[src/rtl/cal_inverse_seq_pkg.sv]
// Shared constants, slot indices and FSM state type for the 4-way Karatsuba product sequencer.
package cal_inverse_seq_pkg;

  localparam int unsigned DATA_WIDTH_DEF   = 72;
  localparam int unsigned KO_PARAMETER_DEF = 4;
  localparam int unsigned NUM_SLOTS        = 9;
  localparam int unsigned STEP_W           = 4;

  // Step index == slot index; the step counter walks these in order.
  localparam int unsigned SLOT_P0    = 0;
  localparam int unsigned SLOT_P1    = 1;
  localparam int unsigned SLOT_P2    = 2;
  localparam int unsigned SLOT_P3    = 3;
  localparam int unsigned SLOT_P01   = 4;
  localparam int unsigned SLOT_P02   = 5;
  localparam int unsigned SLOT_P13   = 6;
  localparam int unsigned SLOT_P23   = 7;
  localparam int unsigned SLOT_P0123 = 8;

  typedef enum logic [1:0] {
    ST_IDLE = 2'd0,
    ST_CALC = 2'd1,
    ST_DONE = 2'd2
  } state_e;

endpackage

[src/rtl/cal_inverse_seq_ko4_mul_unit.sv]
// Combinational step-indexed operand mux, pre-adders and single shared multiplier.
module ko4_mul_unit
  import cal_inverse_seq_pkg::*;
#(
  parameter int unsigned DATA_WIDTH = DATA_WIDTH_DEF,
  parameter int unsigned W          = DATA_WIDTH / KO_PARAMETER_DEF,
  parameter int unsigned PW         = 2 * W + 5
) (
  input  logic [DATA_WIDTH-1:0] a,
  input  logic [DATA_WIDTH-1:0] b,
  input  logic [STEP_W-1:0]     step,
  output logic [PW-1:0]         prod_c
);

  localparam int unsigned OW = W + 2;

  logic [OW-1:0] a0, a1, a2, a3, b0, b1, b2, b3;
  logic [OW-1:0] op_a, op_b;

  assign a0 = OW'(a[0*W +: W]);
  assign a1 = OW'(a[1*W +: W]);
  assign a2 = OW'(a[2*W +: W]);
  assign a3 = OW'(a[3*W +: W]);
  assign b0 = OW'(b[0*W +: W]);
  assign b1 = OW'(b[1*W +: W]);
  assign b2 = OW'(b[2*W +: W]);
  assign b3 = OW'(b[3*W +: W]);

  // Operands are pre-extended to W+2 bits so pair and quad sums never truncate.
  always_comb begin
    op_a = '0;
    op_b = '0;
    case (step)
      STEP_W'(SLOT_P0):    begin op_a = a0;                op_b = b0;                end
      STEP_W'(SLOT_P1):    begin op_a = a1;                op_b = b1;                end
      STEP_W'(SLOT_P2):    begin op_a = a2;                op_b = b2;                end
      STEP_W'(SLOT_P3):    begin op_a = a3;                op_b = b3;                end
      STEP_W'(SLOT_P01):   begin op_a = a0 + a1;           op_b = b0 + b1;           end
      STEP_W'(SLOT_P02):   begin op_a = a0 + a2;           op_b = b0 + b2;           end
      STEP_W'(SLOT_P13):   begin op_a = a1 + a3;           op_b = b1 + b3;           end
      STEP_W'(SLOT_P23):   begin op_a = a2 + a3;           op_b = b2 + b3;           end
      STEP_W'(SLOT_P0123): begin op_a = a0 + a1 + a2 + a3; op_b = b0 + b1 + b2 + b3; end
      default:             begin op_a = '0;                op_b = '0;                end
    endcase
  end

  assign prod_c = PW'(op_a) * PW'(op_b);

endmodule

[src/rtl/cal_inverse_seq.sv]
// Sequential 4-way Karatsuba partial-product generator: one slot per cycle, with optional inverted copy.
module cal_inverse_seq
  import cal_inverse_seq_pkg::*;
#(
  parameter int unsigned DATA_WIDTH   = DATA_WIDTH_DEF,
  parameter int unsigned KO_PARAMETER = KO_PARAMETER_DEF,
  parameter bit          INV_EN       = 1'b1,
  localparam int unsigned W  = DATA_WIDTH / KO_PARAMETER,
  localparam int unsigned PW = 2 * W + 5,
  localparam int unsigned PT = NUM_SLOTS * PW
) (
  input  logic                  clk,
  input  logic                  rst,
  input  logic                  in_valid,
  output logic                  in_ready,
  input  logic [DATA_WIDTH-1:0] a,
  input  logic [DATA_WIDTH-1:0] b,
  output logic                  out_valid,
  input  logic                  out_ready,
  output logic [PT-1:0]         prod,
  output logic [PT-1:0]         prod_i,
  output logic                  busy
);

  if (KO_PARAMETER != 4) begin : g_bad_ko
    $error("cal_inverse_seq: KO_PARAMETER must be 4");
  end
  if ((DATA_WIDTH % KO_PARAMETER) != 0) begin : g_bad_dw
    $error("cal_inverse_seq: DATA_WIDTH must be divisible by KO_PARAMETER");
  end

  state_e                state_q, state_d;
  logic [STEP_W-1:0]     step_q, step_d;
  logic [DATA_WIDTH-1:0] a_q, a_d, b_q, b_d;
  logic [PT-1:0]         prod_q, prod_d, prod_i_q, prod_i_d;
  logic                  in_ready_q, in_ready_d;
  logic                  out_valid_q, out_valid_d;
  logic                  busy_q, busy_d;
  logic [PW-1:0]         mul_c;

  ko4_mul_unit #(
    .DATA_WIDTH (DATA_WIDTH),
    .W          (W),
    .PW         (PW)
  ) u_mul (
    .a      (a_q),
    .b      (b_q),
    .step   (step_q),
    .prod_c (mul_c)
  );

  // Next-state, operand capture and slot write-back.
  always_comb begin
    state_d = state_q;
    step_d  = step_q;
    a_d     = a_q;
    b_d     = b_q;
    prod_d  = prod_q;
    case (state_q)
      ST_IDLE: begin
        if (in_valid && in_ready_q) begin
          a_d     = a;
          b_d     = b;
          step_d  = '0;
          state_d = ST_CALC;
        end
      end
      ST_CALC: begin
        for (int k = 0; k < int'(NUM_SLOTS); k++) begin
          if (step_q == STEP_W'(k)) prod_d[k*PW +: PW] = mul_c;
        end
        if (step_q == STEP_W'(NUM_SLOTS - 1)) begin
          step_d  = '0;
          state_d = ST_DONE;
        end else begin
          step_d = step_q + STEP_W'(1);
        end
      end
      ST_DONE: begin
        if (out_ready) state_d = ST_IDLE;
      end
      default: state_d = ST_IDLE;
    endcase
    in_ready_d  = (state_d == ST_IDLE);
    out_valid_d = (state_d == ST_DONE);
    busy_d      = (state_d != ST_IDLE);
    prod_i_d    = INV_EN ? ~prod_d : '0;
  end

  always_ff @(posedge clk) begin
    if (rst) begin
      state_q     <= ST_IDLE;
      step_q      <= '0;
      a_q         <= '0;
      b_q         <= '0;
      prod_q      <= '0;
      prod_i_q    <= INV_EN ? '1 : '0;
      in_ready_q  <= 1'b1;
      out_valid_q <= 1'b0;
      busy_q      <= 1'b0;
    end else begin
      state_q     <= state_d;
      step_q      <= step_d;
      a_q         <= a_d;
      b_q         <= b_d;
      prod_q      <= prod_d;
      prod_i_q    <= prod_i_d;
      in_ready_q  <= in_ready_d;
      out_valid_q <= out_valid_d;
      busy_q      <= busy_d;
    end
  end

  assign in_ready  = in_ready_q;
  assign out_valid = out_valid_q;
  assign busy      = busy_q;
  assign prod      = prod_q;
  assign prod_i    = prod_i_q;

endmodule

[config.mk]
export PLATFORM = sky130hd
export DESIGN_NAME = cal_inverse_seq
export DESIGN_NICKNAME = d
export VERILOG_FILES = /design/src/rtl/cal_inverse_seq_pkg.sv /design/src/rtl/cal_inverse_seq_ko4_mul_unit.sv /design/src/rtl/cal_inverse_seq.sv
export SDC_FILE = /design/constraint.sdc
export NUM_CORES = 2
export LEC_CHECK = 0
export CAP_MARGIN = 0
export CORE_AREA = 5 5 344 346
export CTS_CLUSTER_SIZE = 14
export DETAILED_ROUTE_END_ITERATION = 10
export DIE_AREA = 0 0 349 351
export PLACE_DENSITY = 0.78
export REMOVE_ABC_BUFFERS = 1
export SYNTH_ARGS = -nofsm -noshare
export SYNTH_HDL_FRONTEND = slang
export SYNTH_HIERARCHICAL = 1
export SYNTH_SLANG_ARGS = --single-unit
[constraint.sdc]
create_clock -name clk -period 10.8 [get_ports clk]
set_clock_uncertainty 0.05 [all_clocks]
set_input_delay 2.16 -clock clk [delete_from_list [all_inputs] [get_ports clk]]
set_output_delay 2.16 -clock clk [all_outputs]
set_load 0.01 [all_outputs]
== Yosys cells after proc, flatten, opt, wreduce, memory -nomap -nowiden ==
Cells that the tools add are included.
Operators by class
  $add $sub $neg: 13
  multiply operators: 1
  equal/unequal tests: 12
  multiplexer cells: 19
  bitwise operators: 1
  reductions and logical operators: 8
Operators with widths (number)
  two-way mux 369 bit: 1
  two-way mux 41 bit: 9
  inverter 369 bit: 1
  one-hot mux 20 bit (9 select lines): 2
  adder 18 x 18 -> 19 bit: 8
  adder 20 x 18 -> 20 bit: 4
  multiplier 20 x 20 -> 40 bit: 1
  equality test 4 x 3 -> 1 bit, second input constant: 4
  equality test 4 x 2 -> 1 bit, second input constant: 2
  two-way mux 4 bit: 2
  one-hot mux 4 bit (2 select lines): 1
  two-way mux 2 bit: 3
  one-hot mux 2 bit (3 select lines): 1
  adder 4 x 1 -> 4 bit, second input constant: 1
  equality test 2 bit, second input constant: 2
  equality test 4 x 1 -> 1 bit, second input constant: 1
  equality test 4 bit, second input constant: 1
  zero test 2 bit: 2
  zero test 4 bit: 1
  AND reduction 2 bit: 2
  nonzero test 2 bit: 2
  equality test 2 x 1 -> 1 bit, second input constant: 1
  inequality test 2 bit, second input constant: 1
  logical AND 1 bit: 1
Storage, ports and cells
  bits in registers: 891

== Logic depth before layout (Yosys ltp) ==
  word-level depth: 8
  depth in mapped cells: 46
  gate-level depth less buffers: 44

== By module ==
The synthesis kept the hierarchy.
By module, submodules not included
  cal_inverse_seq: times used 1, cells an instance 3183, area an instance 29682.2 µm²
  ko4_mul_unit: times used 1, cells an instance 2816, area an instance 23040.8 µm²

== Worst setup path before layout ==
No wires, ideal clock.
  kind: flip-flop to flip-flop
  from: register step_q[0]
  to: register prod_i_q[325], in the netlist prod_i[325]
  setup time: 0.114 ns
  arrival time: 10.645 ns
  data required time: 10.636 ns
  setup slack: -0.009 ns
  cell stages (with the launch flop): 43
  cell sequence: dfxtp_1 clkbuf_1 buf_2 buf_2 nand3_1 clkbuf_1 mux2_2 ha_1 inv_1 fa_1 nor2b_1 o21ai_0 a21oi_1 o211a_1 o21ai_1 a211o_1 a21oi_1 a2111oi_2 (+7 left out) fa_1 fa_1 inv_1 fa_1 inv_1 ha_1 nand2_1 nor2_1 a221o_1 a22o_4 a311oi_4 o21bai_2 a2111o_1 o311a_1 xor2_1 clkbuf_1 nand3_1 a21o_1
On the way
  longest elaborated chain between the ends: 6
  elaborated cells between the ends (all ways): 15
  those cells by class: 1 x mul; 8 x eq/ne; 4 x mux; 1 x bitwise; 1 x reduce/logical
RTL lines
  start, declared: line cal_inverse_seq.sv:33  | logic [STEP_W-1:0] step_q, step_d;
  start signal, assigned: line cal_inverse_seq.sv:103  | step_q <= step_d;
  equality test 4 bit (tied with other cells): line cal_inverse_seq_ko4_mul_unit.sv:33  | case (step)
  one-hot mux 20 bit (9 select lines): line cal_inverse_seq_ko4_mul_unit.sv:33
  multiplier 20 x 20 -> 40 bit *: line cal_inverse_seq_ko4_mul_unit.sv:47  | assign prod_c = PW'(op_a) * PW'(op_b);
  via mul_c[38]: line cal_inverse_seq.sv:39  | logic [PW-1:0] mul_c;
  two-way mux 41 bit *: line cal_inverse_seq.sv:70  | if (step_q == STEP_W'(k)) prod_d[k*PW +: PW] = mul_c;
  two-way mux 369 bit *: line cal_inverse_seq.sv:59  | case (state_q)
  inverter 369 bit *: line cal_inverse_seq.sv:87  | prod_i_d = INV_EN ? ~prod_d : '0;
  end signal, assigned: line cal_inverse_seq.sv:97  | prod_i_q <= INV_EN ? '1 : '0;
  end signal, assigned: line cal_inverse_seq.sv:107  | prod_i_q <= prod_i_d;
  end, declared: line cal_inverse_seq.sv:35  | logic [PT-1:0] prod_q, prod_d, prod_i_q, prod_i_d;
Mark *: on every way through the listed nets, which the timed path passes. The rest lies on a longest branch.
A chain may end at the register's enable or synchronous reset.

== Worst setup path after layout ==
  from: register b_q[18]
  to: register prod_i_q[325], in the netlist prod_i[325]
On the way
  longest elaborated chain between the ends: 8
  elaborated cells between the ends (all ways): 9
  those cells by class: 4 x add/sub; 1 x mul; 3 x mux; 1 x bitwise
RTL lines
  start, declared: line cal_inverse_seq.sv:34  | logic [DATA_WIDTH-1:0] a_q, a_d, b_q, b_d;
  start signal, assigned: line cal_inverse_seq.sv:95  | b_q <= '0;
  start signal, assigned: line cal_inverse_seq.sv:105  | b_q <= b_d;
  adder 18 x 18 -> 19 bit: line cal_inverse_seq_ko4_mul_unit.sv:38, cal_inverse_seq_ko4_mul_unit.sv:42
  adder 20 x 18 -> 20 bit (2 in series): line cal_inverse_seq_ko4_mul_unit.sv:42  | STEP_W'(SLOT_P0123): begin op_a = a0 + a1 + a2 + a3; op_b = b0 + b1 + b2 + b3; end
  one-hot mux 20 bit (9 select lines) *: line cal_inverse_seq_ko4_mul_unit.sv:33
  multiplier 20 x 20 -> 40 bit *: line cal_inverse_seq_ko4_mul_unit.sv:47
  via mul_c[38]: line cal_inverse_seq.sv:39
  two-way mux 41 bit *: line cal_inverse_seq.sv:70
  two-way mux 369 bit *: line cal_inverse_seq.sv:59
  inverter 369 bit *: line cal_inverse_seq.sv:87
Marked as above.

==> summary.txt <==
Yosys
  • Asr flop ratio synth: 0%
  • Synthesized flop and latch total: 891
  • Main combinational cell family by area after synthesis: compound AO/OA/AOI/OAI gates
  • Number of synthesized flops with an enable pin: 0
  • Post-Synth XOR/XNOR Area: 2.09%
  • Ys flop type: dfxtp_1
  • Count of different cell masters after synthesis: 102
  • Top-area cell type share of the netlist area: 33.8%
  • Cell Area, Synth: 52700 um^2
  • Adder-cell area share of the yosys netlist: 20.9%
  • Sequential fraction of the synthesis area: 33.8%
  • Mux share of post-synthesis cell area: 1.69%
  • Synth area leader: dfxtp_1
  • Synth Area in Simple Gates: 12.4%
  • Area contributors post-synth: dfxtp_1 (34%), fa_1 (14%), ha_1 (7.1%)
  • Syn Area/Cell: 8.79 um^2
  • Syn Inst Count: 5999
  • Yosys warnings: 6
  • Synth Area in Compound Gates: 22.2%

Power and ir drop
  • Comb power frac: 21.7%
  • Power Internal: 0.00594 W
  • Sequential fraction of design power: 40.1%
  • Net Sw Power: 0.00256 W
  • Worst vdd ir: 0.000132 V
  • Sw Share: 30.1%
  • Power Density: 120 nW/um^2
  • P_leak: 29.5 nW
  • Clk pwr share: 38.2%

Global route
  • Initial antenna violation count: 3
  • Gr ovfl total: 0
  • Largest net degree at the start of global routing: 210
  • First-pass GRT wire length: 313000 um
  • GRT Total Usage: 33.3%
  • Vias in the first global route: 50.7k

Route
  • Vias: 50.8k
  • Average wire per cell in the routed design: 24.6 um
  • Detailed Routing Iterations Pass 1: 8
  • Via density: 5.83
  • Detailed-route DRC error count: 0
  • DRT antenna net count: 0
  • 1st-iter DRT viols: 4500
  • Final wirelength: 214000 um

Job
  • Max_cap viols: 0

Min path
  • Hold path depth: 2
  • Type of the worst min-delay path: reg -> reg
  • Hold Path Sink: a_q[71]
  • Hold Startpoint: a_q[71]

Die
  • Starting Density: 45.8%
  • Die Ht: 351 um
  • Core ar.: 115000 um^2
  • Die ar.: 122000 um^2
  • Die X: 349 um
  • # IOs: 889
  • # rows: 125

Layout
  • Multi-input gate area: 32900 um^2
  • Most frequent cells in the layout: clkdlybuf4s50_1 (887), dfxtp_1 (884), a21oi_1 (652)
  • Non-Filler Instances: 8705
  • Synth-to-Final Area Change: 34.5%
  • Commonest non-fill, non-tap cell in the layout: clkdlybuf4s50_1
  • Register area: 17800 um^2
  • Filler cells: 9631
  • Post-layout net count: 7911
  • Share of cells above drive strength 1: 14.7%
  • Fin area: 70900 um^2

Clock network
  • Clock-pin slew on the worst setup and hold paths: 0.06 ns
  • Root Driver: clkbuf_16
  • Clk sink count: 891
  • Hold buffers post-CTS: 0
  • CTS max path bufs: 3
  • CTS tree: yes
  • Num CTS Buffers: 92
  • H-tree depth: 3
  • Worst skew pair latency: 0.71 ns

Placed design
  • Placed cell count: 8449
  • Placed cell areas: 65700 um^2
  • RePlAce Congestion: 1.00
  • Port Buffer Count: 888
  • Pre-CTS setup slack: -0.563 ns
  • HPWL after DPL: 159000 um

STA
  • Pins over their slew limit: 0
  • Slew HR: 12.3%
  • Max frequency: 90.8 MHz
  • Setup violators final: 63
  • RSZ-0062 raised after global routing: true
  • Post-route setup slack: -0.208 ns
  • Final Hold Vio Count: 0
  • Worst slew pin tran: 1.31 ns
  • Crit share post-route: 102%
  • Final critical-path required period: 11.01 ns

Status
  • Failing checks: negative setup slack
  • Status: finished, violations left

Worst setup path
  • Cell repeated most along the worst path: fa_1
  • Worst setup EP type: register
  • Critical path startpoint: b_q[18]
  • WS Path Type: reg -> reg
  • Worst path arrival time: 11.55 ns
  • Startpoint types: register
  • Crit path required time: 11.34 ns
  • Setup slack, reg-to-reg: -0.21 ns
  • Crit-path slowest cell: fa_1
  • CP max FO: 5
  • Reg2reg start: b_q[18]
  • CP peak stage delay: 0.56 ns
  • Worst r2r path cells: 44
  • R2R Path End: prod_i[325]
-- cell families (layout without fill, tap and decap cells) --
group,Yosys count,in the layout
flops,891,891
xor+xnor,126,127
simple gates,1421,1421
other cells,1,7
compound gates,1922,1922
buf+inv,913,2088
fa+ha+maj,662,662
mux,63,63
-- routing by layer --
layer,wire length (um),up-vias,GRT usage [%]
li1,-,22772,-
met1,79400,24812,39.9
met2,97400,2526,53.4
met3,21900,638,9.62
met4,15500,2,20.0
met5,7,-,0
-- state kept, by name, summed over array words and instances, names as in the netlist --
signal / cells
prod_i: 369
busy: 1
prod: 369
b_q: 72
state_q: 2
out_valid: 1
step_q: 4
a_q: 72
in_ready: 1
-- final cells by class --
class | count | share of cell area (%)
Inverter | 469 | 2.48
Sequential cell | 891 | 25.2
Timing Repair Buffer | 1451 | 18.9
Multi-Input combinational cell | 4196 | 46.4
Antenna cell | 6 | 0.0212
Clock buffer | 136 | 3.75
Tap cell | 1524 | 2.69
Clock inverter | 32 | 0.593
-- how the worst max path moves through the flow --
stage,end
floorplan,prod_i[243]
global placement,prod_i[155]
detailed placement,prod_i[325]
CTS,prod_i[325]
global route,prod_i[161]
finish,prod_i[325]
-- stage by stage --
stage	utilization [%]	TNS [ns]	hold WS (ns)	total power [W]
after floorplan	-	-647.27	0.404	0.00430
after global placement	57.0	-33.30	0.428	0.00509
after detailed placement	57.0	-62.05	0.436	0.00512
after CTS	60.7	-0.170	0.443	0.00843
after global routing	61.6	-64.98	0.479	0.00882
final	61.6	-7.76	0.446	0.00849
-- critical path, delay by kind of cell (launching register included) --
family	cells	cell delay, ns
buf+inv	8	0.88
fa+ha+maj	12	4.85
xor+xnor	1	0.26
simple gates	4	0.75
flops	1	0.34
compound gates	19	3.77
-- synth_stat cells (all sizes together) (19+ instances only) --
cell	number
dfxtp	891
a21oi	690
nand2	588
o21ai	510
inv	469
a21o	444
nand3	406
fa	364
clkbuf	330
ha	298
nor2	191
buf	114
xnor2	80
and2	47
xor2	46
a22oi	45
o21a	34
nor3	31
mux2	28
a31oi	24
nand2b	24
o21bai	20
a211oi	19
nand4	19
-- what timing repair did --
action,CTS,global route
gates resized for setup,151,172
pin swaps,109,113
buffers inserted,52,27
setup endpoints to repair,235,309
gates cloned,2,1
-- power groups by stage --
| stage | Clock, W | Combinational, W | Sequential (W) |
|---|---|---|---|
| global placement | 0 | 0.00162 | 0.00347 |
| detailed placement | 0 | 0.00164 | 0.00347 |
| floorplan | 0 | 0.000832 | 0.00347 |
| CTS | 0.00328 | 0.00174 | 0.00340 |
| finish | 0.00325 | 0.00184 | 0.00340 |
| global route | 0.00343 | 0.00198 | 0.00341 |
(Power assumes the default switching activity.)
